## src/rtl/ram_io_cfg_pkg.sv

```systemverilog
// ram_io_cfg_pkg
//   Shared definitions for the RAM_IO column configuration loader:
//   sequencer states, header opcodes, header field positions and the
//   default stream synchronisation word.
package ram_io_cfg_pkg;

  // Sequencer states. Only IDLE reports busy=0.
  typedef enum logic [2:0] {
    IDLE,
    HEADER,
    DATA,
    SETUP,
    STROBE,
    ERROR
  } state_t;

  // Header opcodes.
  localparam logic [7:0] OP_WRITE = 8'h01;

  // Header word layout: [31:24] opcode, [23:16] start index, [15:0] count.
  localparam int HDR_OP_MSB    = 31;
  localparam int HDR_OP_LSB    = 24;
  localparam int HDR_START_MSB = 23;
  localparam int HDR_START_LSB = 16;
  localparam int HDR_COUNT_MSB = 15;
  localparam int HDR_COUNT_LSB = 0;

  // Field widths derived from the layout above.
  localparam int IDX_W = HDR_START_MSB - HDR_START_LSB + 1;
  localparam int CNT_W = HDR_COUNT_MSB - HDR_COUNT_LSB + 1;

  // Default stream synchronisation pattern.
  localparam logic [31:0] SYNC_WORD_DEFAULT = 32'hFAB0_FAB1;

endpackage

```

## src/rtl/frame_strobe_decoder.sv

```systemverilog
// frame_strobe_decoder
//   Turns a frame index plus an enable into the one-hot FrameStrobe vector
//   of the column. The output is all-zero when disabled or when the index
//   does not address an existing frame (idx >= MAX_FRAMES).
// Ports:
//   idx    in  IDX_W       frame index to strobe
//   en     in  1           strobe enable
//   strobe out MAX_FRAMES  one-hot (or zero) strobe vector
module frame_strobe_decoder #(
  parameter int MAX_FRAMES = 20,
  parameter int IDX_W      = 8
) (
  input  logic [IDX_W-1:0]      idx,
  input  logic                  en,
  output logic [MAX_FRAMES-1:0] strobe
);

  // NOTE: every bit is assigned on every pass through the block, so no
  // latch can be inferred even though the loop has no else branch.
  always_comb begin
    strobe = '0;
    for (int i = 0; i < MAX_FRAMES; i++) begin
      strobe[i] = en && (idx == IDX_W'(i));
    end
  end

endmodule

```

## src/rtl/ram_io_frame_loader.sv

```systemverilog
// ram_io_frame_loader
//   Configuration sequencer for one fabric column. Consumes a valid/ready
//   word stream framed as SYNC_WORD, header, frame words. Each frame word is
//   placed on FrameData, left to settle for one cycle, then exactly one
//   FrameStrobe line is pulsed for one cycle so the addressed frame latch
//   captures it. At most one frame word is consumed every three cycles.
// Ports:
//   CLK          in   1           configuration clock, rising edge
//   reset        in   1           asynchronous, active-high reset
//   s_data       in   FRAME_BITS  incoming stream word
//   s_valid      in   1           s_data valid
//   s_ready      out  1           loader can accept a word this cycle
//   FrameData    out  FRAME_BITS  frame data bus to the column tiles
//   FrameStrobe  out  MAX_FRAMES  one-hot frame capture strobe
//   busy         out  1           sequencer is not idle
//   done         out  1           one-cycle pulse at the end of a burst
//   error        out  1           sticky bad-header flag
module ram_io_frame_loader
  import ram_io_cfg_pkg::*;
#(
  parameter int                    FRAME_BITS = 32,
  parameter int                    MAX_FRAMES = 20,
  parameter logic [FRAME_BITS-1:0] SYNC_WORD  = FRAME_BITS'(SYNC_WORD_DEFAULT)
) (
  input  logic                  CLK,
  input  logic                  reset,
  input  logic [FRAME_BITS-1:0] s_data,
  input  logic                  s_valid,
  output logic                  s_ready,
  output logic [FRAME_BITS-1:0] FrameData,
  output logic [MAX_FRAMES-1:0] FrameStrobe,
  output logic                  busy,
  output logic                  done,
  output logic                  error
);

  state_t           state;
  logic [IDX_W-1:0] idx;
  logic [CNT_W-1:0] rem;

  logic             accept;
  logic             is_sync;
  logic [7:0]       hdr_op;
  logic [IDX_W-1:0] hdr_start;
  logic [CNT_W-1:0] hdr_count;
  logic [CNT_W:0]   hdr_end;
  logic             hdr_range_ok;

  assign accept  = s_valid && s_ready;
  assign is_sync = (s_data == SYNC_WORD);

  assign hdr_op    = s_data[HDR_OP_MSB:HDR_OP_LSB];
  assign hdr_start = s_data[HDR_START_MSB:HDR_START_LSB];
  assign hdr_count = s_data[HDR_COUNT_MSB:HDR_COUNT_LSB];

  // One bit wider than the count so start+count cannot wrap past the limit.
  assign hdr_end      = {{(CNT_W + 1 - IDX_W){1'b0}}, hdr_start} + {1'b0, hdr_count};
  assign hdr_range_ok = (hdr_end <= (CNT_W + 1)'(MAX_FRAMES));

  assign busy = (state != IDLE);

  // Strobe is decoded straight from registered state, so an asynchronous
  // reset drops it immediately without waiting for a clock edge.
  frame_strobe_decoder #(
    .MAX_FRAMES (MAX_FRAMES),
    .IDX_W      (IDX_W)
  ) u_strobe_dec (
    .idx    (idx),
    .en     (state == STROBE),
    .strobe (FrameStrobe)
  );

  // NOTE: all state here uses non-blocking assignments so every register
  // samples pre-edge values and the block order does not matter.
  always_ff @(posedge CLK or posedge reset) begin
    if (reset) begin
      state     <= IDLE;
      idx       <= '0;
      rem       <= '0;
      s_ready   <= 1'b0;
      FrameData <= '0;
      done      <= 1'b0;
      error     <= 1'b0;
    end else begin
      // s_ready is registered: it describes the state being entered. Only
      // SETUP and STROBE refuse words, so those paths override it below.
      s_ready <= 1'b1;
      done    <= 1'b0;

      case (state)
        IDLE: begin
          if (accept && is_sync) state <= HEADER;
        end

        HEADER: begin
          if (accept) begin
            if (hdr_op == OP_WRITE && hdr_count == '0) begin
              done  <= 1'b1;
              error <= 1'b0;
              state <= IDLE;
            end else if (hdr_op == OP_WRITE && hdr_range_ok) begin
              idx   <= hdr_start;
              rem   <= hdr_count;
              error <= 1'b0;
              state <= DATA;
            end else begin
              error <= 1'b1;
              state <= ERROR;
            end
          end
        end

        // Any word here is frame data, including one equal to SYNC_WORD.
        DATA: begin
          if (accept) begin
            FrameData <= s_data;
            s_ready   <= 1'b0;
            state     <= SETUP;
          end
        end

        // One settle cycle so FrameData is stable before the strobe rises.
        SETUP: begin
          s_ready <= 1'b0;
          state   <= STROBE;
        end

        STROBE: begin
          idx <= idx + 1'b1;
          rem <= rem - 1'b1;
          if (rem == CNT_W'(1)) begin
            done  <= 1'b1;
            state <= IDLE;
          end else begin
            state <= DATA;
          end
        end

        ERROR: begin
          if (accept && is_sync) state <= HEADER;
        end

        default: state <= IDLE;
      endcase
    end
  end

endmodule

```

## config.mk

```make
export PLATFORM = sky130hd
export DESIGN_NAME = ram_io_frame_loader
export DESIGN_NICKNAME = d
export VERILOG_FILES = /design/src/rtl/ram_io_cfg_pkg.sv /design/src/rtl/frame_strobe_decoder.sv /design/src/rtl/ram_io_frame_loader.sv
export SDC_FILE = /design/constraint.sdc
export NUM_CORES = 1
export LEC_CHECK = 0
export ABC_CLOCK_PERIOD_IN_PS = 2720
export CELL_PAD_IN_SITES_DETAIL_PLACEMENT = 0
export CELL_PAD_IN_SITES_GLOBAL_PLACEMENT = 1
export CORE_MARGIN = 4
export CORE_UTILIZATION = 38
export CTS_CLUSTER_DIAMETER = 50
export CTS_CLUSTER_SIZE = 24
export DETAILED_ROUTE_END_ITERATION = 10
export PLACE_DENSITY_LB_ADDON = 0.1
export RECOVER_POWER = 25
export SLEW_MARGIN = 20
export SYNTH_ARGS = -nofsm -noshare
export SYNTH_HDL_FRONTEND = slang
export SYNTH_SLANG_ARGS = --single-unit
```

## constraint.sdc

```tcl
create_clock -name CLK -period 2.72 [get_ports CLK]
set_input_delay 0.544 -clock CLK [delete_from_list [all_inputs] [get_ports CLK]]
set_output_delay 0.544 -clock CLK [all_outputs]
set_load 0.005 [all_outputs]
```

# Word-level counts from Yosys, hierarchy flattened
# Index checks and enable logic that the tools add are counted.
dict set report word_totals {
  output_inout_bits 56
  in_bits 35
  elab_cells 100
  register_bits 62
}
dict set report op_classes {
  reduce_logical 34
  n_mux 23
  addsub 3
  magnitude_cmp 1
  n_eq_ne 32
}
# op count
set ops {}
lappend ops {{$eq A8 B4 Y1 const B} 8}
lappend ops {{$mux W16} 3}
lappend ops {{$eq A32 B32 Y1 const B} 1}
lappend ops {{$eq A8 B3 Y1 const B} 4}
lappend ops {{$eq A8 B5 Y1 const B} 4}
lappend ops {{$pmux W16 S2} 1}
lappend ops {{$logic_and A1 B1 Y1} 24}
lappend ops {{$mux W8} 3}
lappend ops {{$add A8 B16 Y17} 1}
lappend ops {{$le A17 B5 Y1 const B} 1}
lappend ops {{$eq A16 B1 Y1 const B} 1}
lappend ops {{$eq A8 B1 Y1 const B} 2}
lappend ops {{$eq A8 B2 Y1 const B} 2}
lappend ops {{$logic_not A16 Y1} 1}
lappend ops {{$pmux W8 S2} 1}
lappend ops {{$sub A16 B1 Y16 const B} 1}
lappend ops {{$mux W3} 5}
lappend ops {{$pmux W3 S5} 1}
lappend ops {{$add A8 B1 Y8 const B} 1}
lappend ops {{$logic_not A8 Y1} 1}
lappend ops {{$ne A2 B2 Y1 const B} 4}
lappend ops {{$eq A3 B2 Y1 const B} 2}
lappend ops {{$eq A3 B3 Y1 const B} 2}
lappend ops {{$mux W1} 6}
lappend ops {{other kinds (11)} 13}

# Longest topological paths before layout
dict set report logic_depth {
  depth_word 7
  depth_mapped 12
  depth_no_buf 10
}

# Hierarchy
# A second synthesis with hierarchy kept.
dict set report unflattened {
  cells_unflattened 398
  hier_area_um2 3807.4
}
# module seq_area_each_um2 cells_per_inst instances area_per_inst_um2
set by_module_without_submodules {}
lappend by_module_without_submodules {ram_io_frame_loader 1551.5 366 1 3592.2}
lappend by_module_without_submodules {frame_strobe_decoder 0.0 32 1 215.2}

# Least setup slack after synthesis
# Ideal clock, no wire load.
dict set report synth_path {
  path_kind {input to register}
  from {input port s_data[0]}
  to {register idx[0]}
  cell_stages 11
  t_required_ps 2593
  setup_slack_ps -261
  arrival_time_ps 2854
  setup_ps 127
  path_buffers 1
  path_cell_list {ha_1 > fa_1 > a211oi_1 > o21a_1 > o21ai_2 > mux2i_1 > nor4_2 > nand4_1 > buf_4 > mux2i_1 > or2_2}
}
dict set report synth_between {
  elab_chain_len 5
  elab_cells_between_ends 8
  cone_classes {add/sub: 1; order compare: 1; eq/ne: 2; reduce/logical: 4}
}
# item line
set synth_rtl {}
lappend synth_rtl {{start: declaration} ram_io_frame_loader.sv:27} ;# input logic [FRAME_BITS-1:0] s_data,
lappend synth_rtl {{$add A8 B16 Y17} ram_io_frame_loader.sv:57} ;# assign hdr_end = {{(CNT_W + 1 - IDX_W){1'b0}}, hdr_start} + {1'b0, hdr_count};
lappend synth_rtl {{$le A17 B5 Y1} ram_io_frame_loader.sv:58} ;# assign hdr_range_ok = (hdr_end <= (CNT_W + 1)'(MAX_FRAMES));
lappend synth_rtl {{$logic_and A1 B1 Y1} ram_io_frame_loader.sv:101} ;# end else if (hdr_op == OP_WRITE && hdr_range_ok) begin
lappend synth_rtl {{$ne A2 B2 Y1 (no line)} -}
lappend synth_rtl {{$reduce_and A4 Y1 (no line) *} -}
lappend synth_rtl {{end signal: assignment} ram_io_frame_loader.sv:102} ;# idx <= hdr_start;
lappend synth_rtl {{end signal: assignment} ram_io_frame_loader.sv:129} ;# idx <= idx + 1'b1;
lappend synth_rtl {{end: declaration} ram_io_frame_loader.sv:38} ;# logic [IDX_W-1:0] idx;
# Every way passes the cells marked *; elsewhere a longest branch is shown, timed or not.
# A chain may end at the register's enable or synchronous reset.

# Final worst setup path
dict set report layout_path {
  from {register state[0]}
  to {output port FrameStrobe[19]}
}
dict set report layout_between {
  elab_chain_len 2
}
# item line
set layout_rtl {}
lappend layout_rtl {{start: declaration} ram_io_frame_loader.sv:37} ;# state_t state;
lappend layout_rtl {{start signal: assignment} ram_io_frame_loader.sv:77} ;# state <= IDLE;
lappend layout_rtl {{start signal: assignment} ram_io_frame_loader.sv:92} ;# if (accept && is_sync) state <= HEADER;
lappend layout_rtl {{start signal: assignment} ram_io_frame_loader.sv:100} ;# state <= IDLE;
lappend layout_rtl {{$eq A3 B3 Y1} ram_io_frame_loader.sv:69} ;# .en (state == STROBE),
lappend layout_rtl {{$logic_and A1 B1 Y1} frame_strobe_decoder.sv:23} ;# strobe[i] = en && (idx == IDX_W'(i));
lappend layout_rtl {{end: declaration} ram_io_frame_loader.sv:31} ;# output logic [MAX_FRAMES-1:0] FrameStrobe,
# Every way passes these cells.

==> impl_metrics.env <==
export IMPL_status="finished, violations left"
export IMPL_violations="max-capacitance violations, max-slew violations, negative setup slack"
export IMPL_antenna_cells=0
export IMPL_max_cap_viol_count=1
export IMPL_multi_input_area_um2=2658
export IMPL_start_kind="flop"
export IMPL_crit_family="simple AND/OR/NAND/NOR gates"
export IMPL_synthArstFlopShare_pct=100.0
export IMPL_clkSinkCount=62
export IMPL_drv_slew=63
export IMPL_drt_iter0_markers=166
export IMPL_antenna_found_initial=0
export IMPL_area_growth_pct=62.28
export IMPL_drt_pass1_iter_count=4
export IMPL_critPathCaptureType="primary output"
export IMPL_rsz0062_at_grt="true"
export IMPL_tightest_slew_ps=1571
export IMPL_hpwl_um=9349
export IMPL_cp_required_ps=2180
export IMPL_path_class="reg -> out"
export IMPL_grt_max_degree=63
export IMPL_synth_edf_count=0
export IMPL_seq_area_um2=1551
export IMPL_synth_top_cell_area_share_pct=40.01
export IMPL_tns_ps=-500.0
export IMPL_slowest_stage="or4_4"
export IMPL_clkTransAtPathRegs_ps=70
export IMPL_pin_count=91
export IMPL_overflow=0
export IMPL_fillers=828
export IMPL_grt_pass1_wl_um=20090
export IMPL_ir_drop_uv=422.6
export IMPL_power_density_nw_per_um2=765.1
export IMPL_worstPathCellList="nand2b_4 > or2_4 > or4_4 > nor4b_4 > buf_4 > buf_6 > and2_1 > buf_2"
export IMPL_htree_levels=3
export IMPL_pre_cts_slack_ps=-816.6
export IMPL_slew_headroom_pct=-4.745
export IMPL_dpl_cell_area_um2=5565
export IMPL_synth_cell_types=61
export IMPL_most_common_layout_cells="88 x buf_4, 62 x dfrtp_1, 45 x clkdlybuf4s50_1, 35 x nor2_1, 33 x nand2_1"
export IMPL_total_leakage_power_nw=2.794
export IMPL_tritoncts="yes"
export IMPL_syn_cell_area_um2=3877
export IMPL_gp_congestion=0.8771
export IMPL_setup_ws_ps=-73.60
export IMPL_syn_avg_cell_area_um2=9.232
export IMPL_clockBufferDepth=2
export IMPL_fmaxAchievable_mhz=358.0
export IMPL_synth_area_leaders="dfrtp_1 40%, mux2_2 9.3%, nor2_1 4.6%"
export IMPL_numCtsBuffers=9
export IMPL_synthCells=420
export IMPL_fin_util_pct=63.79
export IMPL_routed_via_density=5.323
export IMPL_holdCritPathClass="reg -> reg"
export IMPL_cp_data_arrival_time_ps=2250
export IMPL_core_um2=9864
export IMPL_power_total_mw=4.815
export IMPL_hold_violations=0
export IMPL_mostFrequentLayoutCell="buf_4"
export IMPL_start_util_pct=39.31
export IMPL_yosys_register_bits=62
export IMPL_die_h_um=109.0
export IMPL_slowest_delay_ps=460
export IMPL_wirelength_um=13020
export IMPL_insertion_delay_ps=350
export IMPL_yosys_warnings=0
export IMPL_ant_nets=0
export IMPL_dieWidth_um=109.0
export IMPL_vias=3960
export IMPL_layout_min_cycle_time_ps=2794
export IMPL_cp_max_fo=3
export IMPL_critical_path_buf_inv_count=3
export IMPL_portBuffers=90
export IMPL_track_usage_pct=21.80
export IMPL_drive_gt1_share_pct=41.24
export IMPL_fp_row_count=36
export IMPL_post_route_period_util_pct=102.7
export IMPL_synth_nets=470
export IMPL_final_area_um2=6292
export IMPL_yosysSeqAreaShare_pct=40.01
export IMPL_finalNetCount=656
export IMPL_cts_root_buffer="clkbuf_8"
export IMPL_dieArea_um2=11880
export IMPL_synth_ff_type="dfrtp_1"
export IMPL_yosys_area_top_type="dfrtp_1"
export IMPL_fin_skew_ps=5.707
export IMPL_drc=0
export IMPL_wire_per_inst_um=17.50
export IMPL_final_setup_viol_count=15
export IMPL_grt_pass1_vias=3952
## registers in the layout (all words and copies together) (netlist names)
signal / cells
FrameData: 32
done: 1
error: 1
idx: 8
rem: 16
s_ready: 1
state: 3
## logic make-up (layout without fill, tap and decap cells)
group | count (synthesis) | after routing | share of synthesized area, %
buffers and inverters | 30 | 221 | 3.227
DFF | 62 | 62 | 40.01
and+or+nand+nor | 188 | 188 | 24.36
muxes | 41 | 41 | 11.62
xor gates and xnor gates | 4 | 4 | 0.9037
AOI/OAI and AO/OA | 80 | 80 | 14.84
adders and majority gates | 15 | 15 | 5.034
## what timing repair did
item	CTS	global route
endpoints found under the setup margin	48	44
gates cloned	2	0
gates resized for setup	166	68
hold buffers	0	0
pin swaps	33	26
buffers inserted	11	6
## final cells by class
type,count,area share (%)
Clock inverter,4,1.114
Clock buffer,12,2.307
Timing Repair Buffer,195,26.45
Inverter,10,0.5965
Multi-Input combinational cell,328,42.24
Tap cell,133,2.645
Sequential cell,62,24.66
## synth_stat cells, drive strengths merged (3+ instances only)
library cell  instances
o21ai                19
nand2b                6
nor4                 13
nor2                 49
nand4                 5
o31ai                 3
and2                 10
or2                   3
buf                   8
or3                   4
nor3                 17
o211a                 4
clkbuf               12
dfrtp                62
ha                   14
o211ai               10
a21o                  3
mux2i                 9
nand3                26
a21oi                12
a211oi                3
inv                  10
or4                   3
nand2                38
a31oi                11
mux2                 32
## stage by stage
stage | instances | hold slack [ps]
finish | 744 | 495.3
global route | 744 | 522.1
CTS | 738 | 483.0
detailed placement | 709 | 473.5
global placement | 709 | 462.5
floorplan | 420 | 441.9
## final timing paths
kind | startpoint | endpoint | slack [ps] | cells past startpoint
max in group asynchronous | reset | FrameData[20] | 610 | 3
min in group asynchronous | reset | FrameData[6] | 1180 | 3
max | state[0] | FrameStrobe[19] | -70 | 8
min reg2reg | idx[7] | idx[7] | 500 | 1
max reg2reg | rem[6] | state[1] | 240 | 7
min | idx[7] | idx[7] | 500 | 1
## per-layer routing
metal  vias to the layer above  track usage (%)  wire, µm
li1                       1915                -         -
met1                      1918            28.68      5595
met2                       101            35.44      6496
met3                        26            4.322       588
met4                         0            8.115       339
met5                         -                0         0
## power by group
part / internal, mW / leakage, nW / switching (mW)
logic: 1.24 / 1.94 / 0.968
clock network: 0.539 / 0.110 / 0.374
registers: 1.33 / 0.742 / 0.360
total: 3.11 / 2.79 / 1.70
No activity file was read; power rests on OpenSTA's default activity.
